--- config.mk ---
export PLATFORM = sky130hd
export DESIGN_NAME = ram_to_ethernet
export DESIGN_NICKNAME = d
export VERILOG_FILES = /design/src/rtl/ram_to_ethernet_pkg.sv /design/src/rtl/ram_to_ethernet_word_serializer.sv /design/src/rtl/ram_to_ethernet.sv
export SDC_FILE = /design/constraint.sdc
export NUM_CORES = 2
export LEC_CHECK = 0
export ABC_CLOCK_PERIOD_IN_PS = 6200
export BUFFER_PORTS_ARGS = -buffer_cell sky130_fd_sc_hd__clkbuf_2
export CORE_UTILIZATION = 60
export DETAILED_ROUTE_END_ITERATION = 8
export PLACE_DENSITY = 0.94
export SYNTH_ARGS = -nofsm -noshare
export SYNTH_HDL_FRONTEND = slang
export SYNTH_SLANG_ARGS = --single-unit
--- constraint.sdc ---
create_clock -name clk125 -period 6.2 [get_ports clk125]
set_clock_uncertainty 0.05 [all_clocks]
set_input_delay 0.31 -clock clk125 [delete_from_list [all_inputs] [get_ports clk125]]
set_output_delay 0.31 -clock clk125 [all_outputs]
set_load 0.02 [all_outputs]
--- src/rtl/ram_to_ethernet_pkg.sv ---
// ram_to_ethernet_pkg: word geometry, FSM encoding and debug layout shared by the screen-packet paths
package ram_to_ethernet_pkg;
  localparam int WORD_BYTES = 96;
  localparam int DATA_W = 8 * WORD_BYTES;
  typedef enum logic [2:0] {
    IDLE   = 3'd0,
    FETCH  = 3'd1,
    SEND   = 3'd2,
    FINISH = 3'd3
  } state_t;
  typedef struct packed {
    logic [2:0] state;
    logic       prefetch_full;
    logic       outstanding;
    logic [2:0] reserved;
  } debug_t;
  function automatic debug_t pack_debug(state_t s, logic pf, logic os);
    return '{state: s, prefetch_full: pf, outstanding: os, reserved: 3'b000};
  endfunction
endpackage

--- src/rtl/ram_to_ethernet_word_serializer.sv ---
// ram_to_ethernet_word_serializer: shifts one RAM word out byte 0 first through a valid/ready stage
module ram_to_ethernet_word_serializer #(
  parameter int WORD_BYTES = ram_to_ethernet_pkg::WORD_BYTES
) (
  input  logic                    clk125,
  input  logic                    reset,
  input  logic                    load,
  input  logic [8*WORD_BYTES-1:0] word,
  input  logic                    tx_ready,
  output logic                    tx_valid,
  output logic [7:0]              tx_data,
  output logic                    last
);
  localparam int CNT_W = $clog2(WORD_BYTES);
  logic [8*WORD_BYTES-1:0] shift_reg;
  logic [CNT_W-1:0]        byte_cnt;
  logic                    fire;
  assign fire = tx_valid && tx_ready;
  assign last = fire && byte_cnt == CNT_W'(WORD_BYTES - 1);
  assign tx_data = shift_reg[7:0];
  // a load wins over the final shift so consecutive words abut; otherwise advance one byte per handshake
  always_ff @(posedge clk125 or negedge reset)
    if (!reset) begin
      shift_reg <= '0;
      byte_cnt  <= '0;
      tx_valid  <= 1'b0;
    end else if (load) begin
      shift_reg <= word;
      byte_cnt  <= '0;
      tx_valid  <= 1'b1;
    end else if (fire) begin
      shift_reg <= shift_reg >> 8;
      byte_cnt  <= last ? '0 : byte_cnt + 1'b1;
      tx_valid  <= !last;
    end
endmodule

--- src/rtl/ram_to_ethernet.sv ---
// ram_to_ethernet: fetches a run of RAM words and streams them bytewise to the MAC with one-word prefetch
module ram_to_ethernet #(
  parameter int WORD_BYTES = ram_to_ethernet_pkg::WORD_BYTES,
  parameter int ADDR_W     = 32,
  parameter int LEN_W      = 16
) (
  input  logic                    clk125,
  input  logic                    reset,
  input  logic                    start,
  input  logic [ADDR_W-1:0]       base_address,
  input  logic [LEN_W-1:0]        word_count,
  output logic                    read_ram,
  output logic [ADDR_W-1:0]       read_address,
  input  logic                    read_valid,
  input  logic [8*WORD_BYTES-1:0] read_data,
  output logic                    tx_valid,
  input  logic                    tx_ready,
  output logic [7:0]              tx_data,
  output logic                    busy,
  output logic                    done,
  output logic [7:0]              debug
);
  import ram_to_ethernet_pkg::*;
  state_t                  state, next_state;
  logic [LEN_W-1:0]        req_left;
  logic                    outstanding, pf_full, accept, last, launch;
  logic                    ser_load, pf_capture, pf_take;
  logic [8*WORD_BYTES-1:0] pf_data, ser_word;
  assign accept = read_valid && outstanding;
  assign launch = start && (state == IDLE || state == FINISH);
  assign debug = pack_debug(state, pf_full, outstanding);
  ram_to_ethernet_word_serializer #(.WORD_BYTES(WORD_BYTES)) u_ser (
    .clk125  (clk125),
    .reset   (reset),
    .load    (ser_load),
    .word    (ser_word),
    .tx_ready(tx_ready),
    .tx_valid(tx_valid),
    .tx_data (tx_data),
    .last    (last)
  );
  // state register
  always_ff @(posedge clk125 or negedge reset)
    if (!reset) state <= IDLE;
    else state <= next_state;
  // next state, read issue and routing of returned words to the serializer or the prefetch buffer
  always_comb begin
    next_state = state;
    read_ram   = 1'b0;
    ser_load   = 1'b0;
    ser_word   = read_data;
    pf_capture = 1'b0;
    pf_take    = 1'b0;
    busy       = state == FETCH || state == SEND;
    done       = state == FINISH;
    if (launch) next_state = word_count != '0 ? FETCH : FINISH;
    else if (state == FINISH) next_state = IDLE;
    else if (state == FETCH) begin
      read_ram = !outstanding && req_left != '0;
      if (accept) begin
        ser_load   = 1'b1;
        next_state = SEND;
      end
    end else if (state == SEND) begin
      read_ram = !pf_full && !outstanding && req_left != '0;
      if (!last) pf_capture = accept;
      else if (pf_full) begin
        ser_load = 1'b1;
        ser_word = pf_data;
        pf_take  = 1'b1;
      end else if (accept) ser_load = 1'b1;
      else next_state = outstanding || req_left != '0 ? FETCH : FINISH;
    end
  end
  // request address/count bookkeeping, single outstanding read and the prefetch buffer
  always_ff @(posedge clk125 or negedge reset)
    if (!reset) begin
      read_address <= '0;
      req_left     <= '0;
      outstanding  <= 1'b0;
      pf_full      <= 1'b0;
      pf_data      <= '0;
    end else begin
      if (launch) begin
        read_address <= base_address;
        req_left     <= word_count;
      end else if (read_ram) begin
        read_address <= read_address + 1'b1;
        req_left     <= req_left - 1'b1;
      end
      outstanding <= read_ram || (outstanding && !read_valid);
      pf_full     <= pf_capture || (pf_full && !pf_take);
      if (pf_capture) pf_data <= read_data;
    end
endmodule
==> summary.txt, run 1 <==
GRT
  – Largest net degree at the start of global routing: 217
  – Global-route wire length before repair: 488 mm
  – Total global-route track usage: 0.559
  – Number of global-route vias before repair: 76531
  – Total gr overflow: 53

Floorplan
  – # rows: 125
  – Die W: 345 µm
  – Starting Density: 0.605
  – Die height: 345 µm
  – I/O Pins: 873

Placed design
  – Placed instance area: 75300 µm²
  – Port Buffer Count: 868
  – HPWL Detailed: 141 mm
  – GPL Wtd Cong: 0.930

Synth
  – Synth Instances: 6335
  – Largest family of logic cells by synthesized area: compound AO/OA/AOI/OAI gates
  – Mapped cell area: 70400 µm²
  – Synth Area in Compound Gates: 0.174
  – Ys async rst share: 1.00
  – Simple logic cell fraction of the synthesized area: 0.0945
  – Most used DFF post-synth: dfrtp_1
  – Yosys warns: 0
  – XOR/XNOR Fraction of Synth Area: 0.00348
  – Seq/Total Area, Yosys: 0.567
  – Multiplexer share of the synthesized area: 0.124
  – Post-synthesis cell type count: 56
  – Adder-cell share of the synthesized area: 0.00142
  – Number of synthesized flops with an enable pin: 0
  – Syn_area_per_cell: 11.1 µm²
  – Register bit count reported by yosys: 1596

Outcome
  – Last stage: global routing (5_1_grt)
  – Error msg: [ERROR GRT-0116] Global routing finished with congestion. Check the congestion regions in the DRC Viewer.
  – Run status: did not finish

Clock tree
  – CTS buffer count: 160
  – Hold Buf Count CTS: 820
  – CTS max path bufs: 3
  – Post-CTS sizing: 0
  – # clock sinks: 1596
  – Root buf cell: clkbuf_16
  – Htree depth: 4
  – Post-CTS Setup Repair Bufs: 0
## logic make-up after synthesis
| logic type | after synthesis |
|---|---|
| adders and majority gates | 8 |
| DFF | 1596 |
| other | 1 |
| AOI/OAI and AO/OA | 1650 |
| buffers and inverters | 569 |
| xor gates and xnor gates | 28 |
| muxes | 778 |
| and+or+nand+nor | 1705 |
## routing by layer
layer  GRT usage  overflow
met1       0.571         0
met2       0.739        34
met3       0.370         1
met4       0.556        16
met5      0.0958         2
## Yosys cell counts (9+ instances only)
cell / n / share of area
nand2_1: 1574 / 0.084
mux2_2: 770 / 0.12
a221o_1: 760 / 0.11
or4_1: 14 / 0.0015
a211oi_1: 9 / 0.00096
dfrtp_1: 1596 / 0.57
buf_2: 192 / 0.014
a2111oi_0: 12 / 0.0015
o31ai_1: 12 / 0.0013
buf_1: 20 / 0.0011
o21ai_0: 42 / 0.0030
buf_4: 14 / 0.0015
a31oi_1: 21 / 0.0019
nor2_1: 36 / 0.0019
inv_1: 16 / 0.00085
xnor2_1: 24 / 0.0030
a21oi_1: 768 / 0.055
nand3_1: 26 / 0.0018
clkbuf_1: 321 / 0.017
## stage by stage
stage | worst slack (ps) | instances | util
2_1_floorplan | 3310 | 6338 | -
3_3_place_gp | 2470 | 8249 | 0.647
3_5_place_dp | 2320 | 8249 | 0.647
4_1_cts | 2200 | 9364 | 0.764
==> run 2, diff against run 1 <==
Settings changed: CORE_UTILIZATION 60 to 40, PLACE_DENSITY 0.94 to unset, PLACE_DENSITY_LB_ADDON set to 0.15.
==> run 2 against run 1 <==
Synthesized area unchanged. The run now ends clean. Synthesized cell count unchanged.
==> summary.txt, run 2 <==
Synth
  – Ys async rst share: 1.00
  – Syn_area_per_cell: 11.1 µm²
  – Mapped cell area: 70400 µm²
  – Number of synthesized flops with an enable pin: 0
  – Leading area contributor after synthesis: dfrtp_1
  – Post-synthesis cell type count: 56
  – Synth Instances: 6335
  – Most used DFF post-synth: dfrtp_1
  – Yosys warns: 0
  – Seq/Total Area, Yosys: 0.567
  – Top cells by area, synth: dfrtp_1 (57%), mux2_2 (12%), a221o_1 (11%), nand2_1 (8.4%), a21oi_1 (5.5%)
  – Register bit count reported by yosys: 1596
  – Top-count cell post-synth: dfrtp_1
  – Post-synth top area share: 0.567
  – Post-synth top cells: dfrtp_1 (1596), nand2_1 (1574), mux2_2 (770), a21oi_1 (768), a221o_1 (760)

Critical path
  – Setup crit end kind: flip-flop
  – R2r endpoint: u_ser.shift_reg[354]$_DFFE_PN0P_
  – Crit Reg-Reg Startpoint: state[0]$_DFFE_PN0P_
  – Worst path top cell family by delay: buffers and inverters
  – CP max stage delay: 800 ps
  – Crit Path Max Fanout: 180
  – Crit path kind: flip-flop to flip-flop
  – Crit path cell chain: inv_1, ha_1, and2_1, buf_4, nor4b_2, nor2_4, buf_12, buf_12, a221o_1
  – R2r worst-path depth: 9
  – R2r setup slk: 2020 ps
  – CP max stage cell: nor4b_2
  – CP startpoint kind: flip-flop
  – Worst path buffer plus inverter count: 4
  – Most used cell, CP: buf_12
  – Arrival time worst endpoint: 4830 ps
  – Critical Path RT: 6840 ps

Power and ir drop
  – Pwr/cell area: 447 nW/µm²
  – Switching pwr: 0.0133 W
  – Register share of total power: 0.454
  – Clock power share: 0.260
  – Comb power frac: 0.286
  – Leak: 42.5 nW
  – Internal power: 0.0272 W
  – Power, Total: 0.0405 W
  – Worst vdd ir: 0.330 mV
  – Switching Share: 0.328

GRT
  – Largest net degree at the start of global routing: 194
  – Number of global-route vias before repair: 57787
  – Total gr overflow: 0
  – Initial antenna violation count: 111
  – Total global-route track usage: 0.259
  – Global-route wire length before repair: 361 mm

Layout
  – Commonest non-fill, non-tap cell in the layout: dfrtp_1
  – Multi-input logic area: 28100 µm²
  – FF/Latch Area: 39900 µm²
  – Non-filler instance count after layout: 10295
  – Fill cells: 15281
  – Area Growth Syn to Fin: 28.5%
  – Count of nets after finishing: 8554
  – Design area: 90500 µm²
  – Layout cells sized above 1: 0.255
  – Most frequent cells in the layout: dfrtp_1 (1596), nand2_1 (1572), clkbuf_2 (867)

STA
  – Setup TNS: 0 ps
  – RSZ-0062 raised after global routing: false
  – Relative slew slack: 0.197
  – Worst-Margin Slew: 1200 ps
  – Final min period: 4180 ps
  – Final Max Slew Viols: 0
  – Final setup viols: 0
  – Fmax: 239 MHz
  – Final hold violations: 0
  – Period utilization: 0.675

Clock tree
  – # clock sinks: 1596
  – Worst-path clk slew: 60 ps
  – CTS tree: done
  – CTS max path bufs: 3
  – Clock Latency Late Sink: 840 ps
  – Hold Buf Count CTS: 820
  – Root buf cell: clkbuf_16
  – CTS buffer count: 175
  – Post-CTS sizing: 0
  – Post-CTS Setup Repair Bufs: 0
  – Htree depth: 4

Placed design
  – HPWL Detailed: 146 mm
  – GPL Wtd Cong: 0.887
  – Placed instance area: 76300 µm²
  – Port Buffer Count: 868
  – Dpl cells: 9053

Floorplan
  – # rows: 153
  – Starting Density: 0.404
  – Die height: 422 µm
  – Total die area: 178000 µm²
  – I/O Pins: 873
  – Die W: 422 µm
  – CORE AREA: 174000 µm²

Run
  – Max Cap Viol: 0

Detailed routing
  – DRT Pass-1 Iters: 8
  – Via-per-instance ratio: 5.61
  – Final ANT Viol Nets: 0
  – Wirelength, routed: 236 mm
  – Drt wl/cell: 22.9 µm
  – Initial DRC count: 4730
  – Drt drc: 0
  – Via count: 57743

Outcome
  – Run status: finished, final reports clean

Hold path
  – Worst min path class: input pin to asynchronous set/reset pin
run 2: cells by family (layout without fill, tap and decap cells):
kind of cell | after synthesis | in the layout | share of synthesized area
AOI/OAI and AO/OA | 1650 | 1650 | 0.174
xor gates and xnor gates | 28 | 28 | 0.00348
adders and majority gates | 8 | 8 | 0.00142
buffers and inverters | 569 | 2097 | 0.0350
DFF | 1596 | 1596 | 0.567
muxes | 778 | 778 | 0.124
other | 1 | 108 | 0.0000532
and+or+nand+nor | 1705 | 1705 | 0.0945
run 2: routing by layer:
layer | up-vias | global-route usage | wire [µm]
met5 | - | 0 | 187
met4 | 30 | 0.117 | 9180
met3 | 432 | 0.0402 | 11100
met2 | 1750 | 0.411 | 114000
met1 | 29563 | 0.351 | 102000
li1 | 25968 | - | -
run 2: worst max-delay path by stage:
| stage | end | slack (ps) | cells past startpoint | startpoint |
|---|---|---|---|---|
| after global placement | u_ser.shift_reg[234]$_DFFE_PN0P_ | 2420 | 9 | state[0]$_DFFE_PN0P_ |
| after global routing | u_ser.shift_reg[207]$_DFFE_PN0P_ | 1940 | 9 | state[0]$_DFFE_PN0P_ |
| after floorplan | u_ser.shift_reg[360]$_DFFE_PN0P_ | 3310 | 10 | state[0]$_DFFE_PN0P_ |
| after CTS | u_ser.shift_reg[514]$_DFFE_PN0P_ | 2300 | 8 | state[1]$_DFFE_PN0P_ |
| after detailed placement | u_ser.shift_reg[511]$_DFFE_PN0P_ | 2340 | 8 | state[1]$_DFFE_PN0P_ |
| final | u_ser.shift_reg[354]$_DFFE_PN0P_ | 2020 | 9 | state[0]$_DFFE_PN0P_ |
run 2: through the flow:
| step | utilization | setup WS [ps] | hold WS, ps |
|---|---|---|---|
| after floorplan | - | 3310 | -35.6 |
| after global placement | 0.438 | 2420 | 358 |
| after detailed placement | 0.438 | 2340 | 362 |
| after CTS | 0.518 | 2300 | 92.2 |
| after global routing | 0.519 | 1940 | 145 |
| final | 0.519 | 2020 | 67.8 |
run 2: cell type report:
cell class / instances / area share
diodes: 104 / 0.00287
clock buffers: 256 / 0.0563
clock inverters: 62 / 0.00699
inverters: 16 / 0.000663
multi-input cells: 4173 / 0.310
flip-flops and latches: 1596 / 0.441
well taps: 2325 / 0.0321
repair buffers: 1763 / 0.150
run 2: power by group through the flow:
stage          Combinational [W]  Clock, W  Sequential, W
6_report                  0.0116    0.0105         0.0183
5_1_grt                   0.0127    0.0112         0.0188
4_1_cts                   0.0116    0.0108         0.0183
3_5_place_dp              0.0111         0         0.0184
3_3_place_gp              0.0107         0         0.0183
2_1_floorplan            0.00841         0         0.0172
run 2: worst register-to-register path: stages, from the launching register on:
cell and delay (ps):
dfrtp_1 460, inv_1 100, ha_1 370, and2_1 180, buf_4 300, nor4b_2 800, nor2_4 90, buf_12 270
buf_12 800, a221o_1 610
No activity file was read; power rests on OpenSTA's default activity.
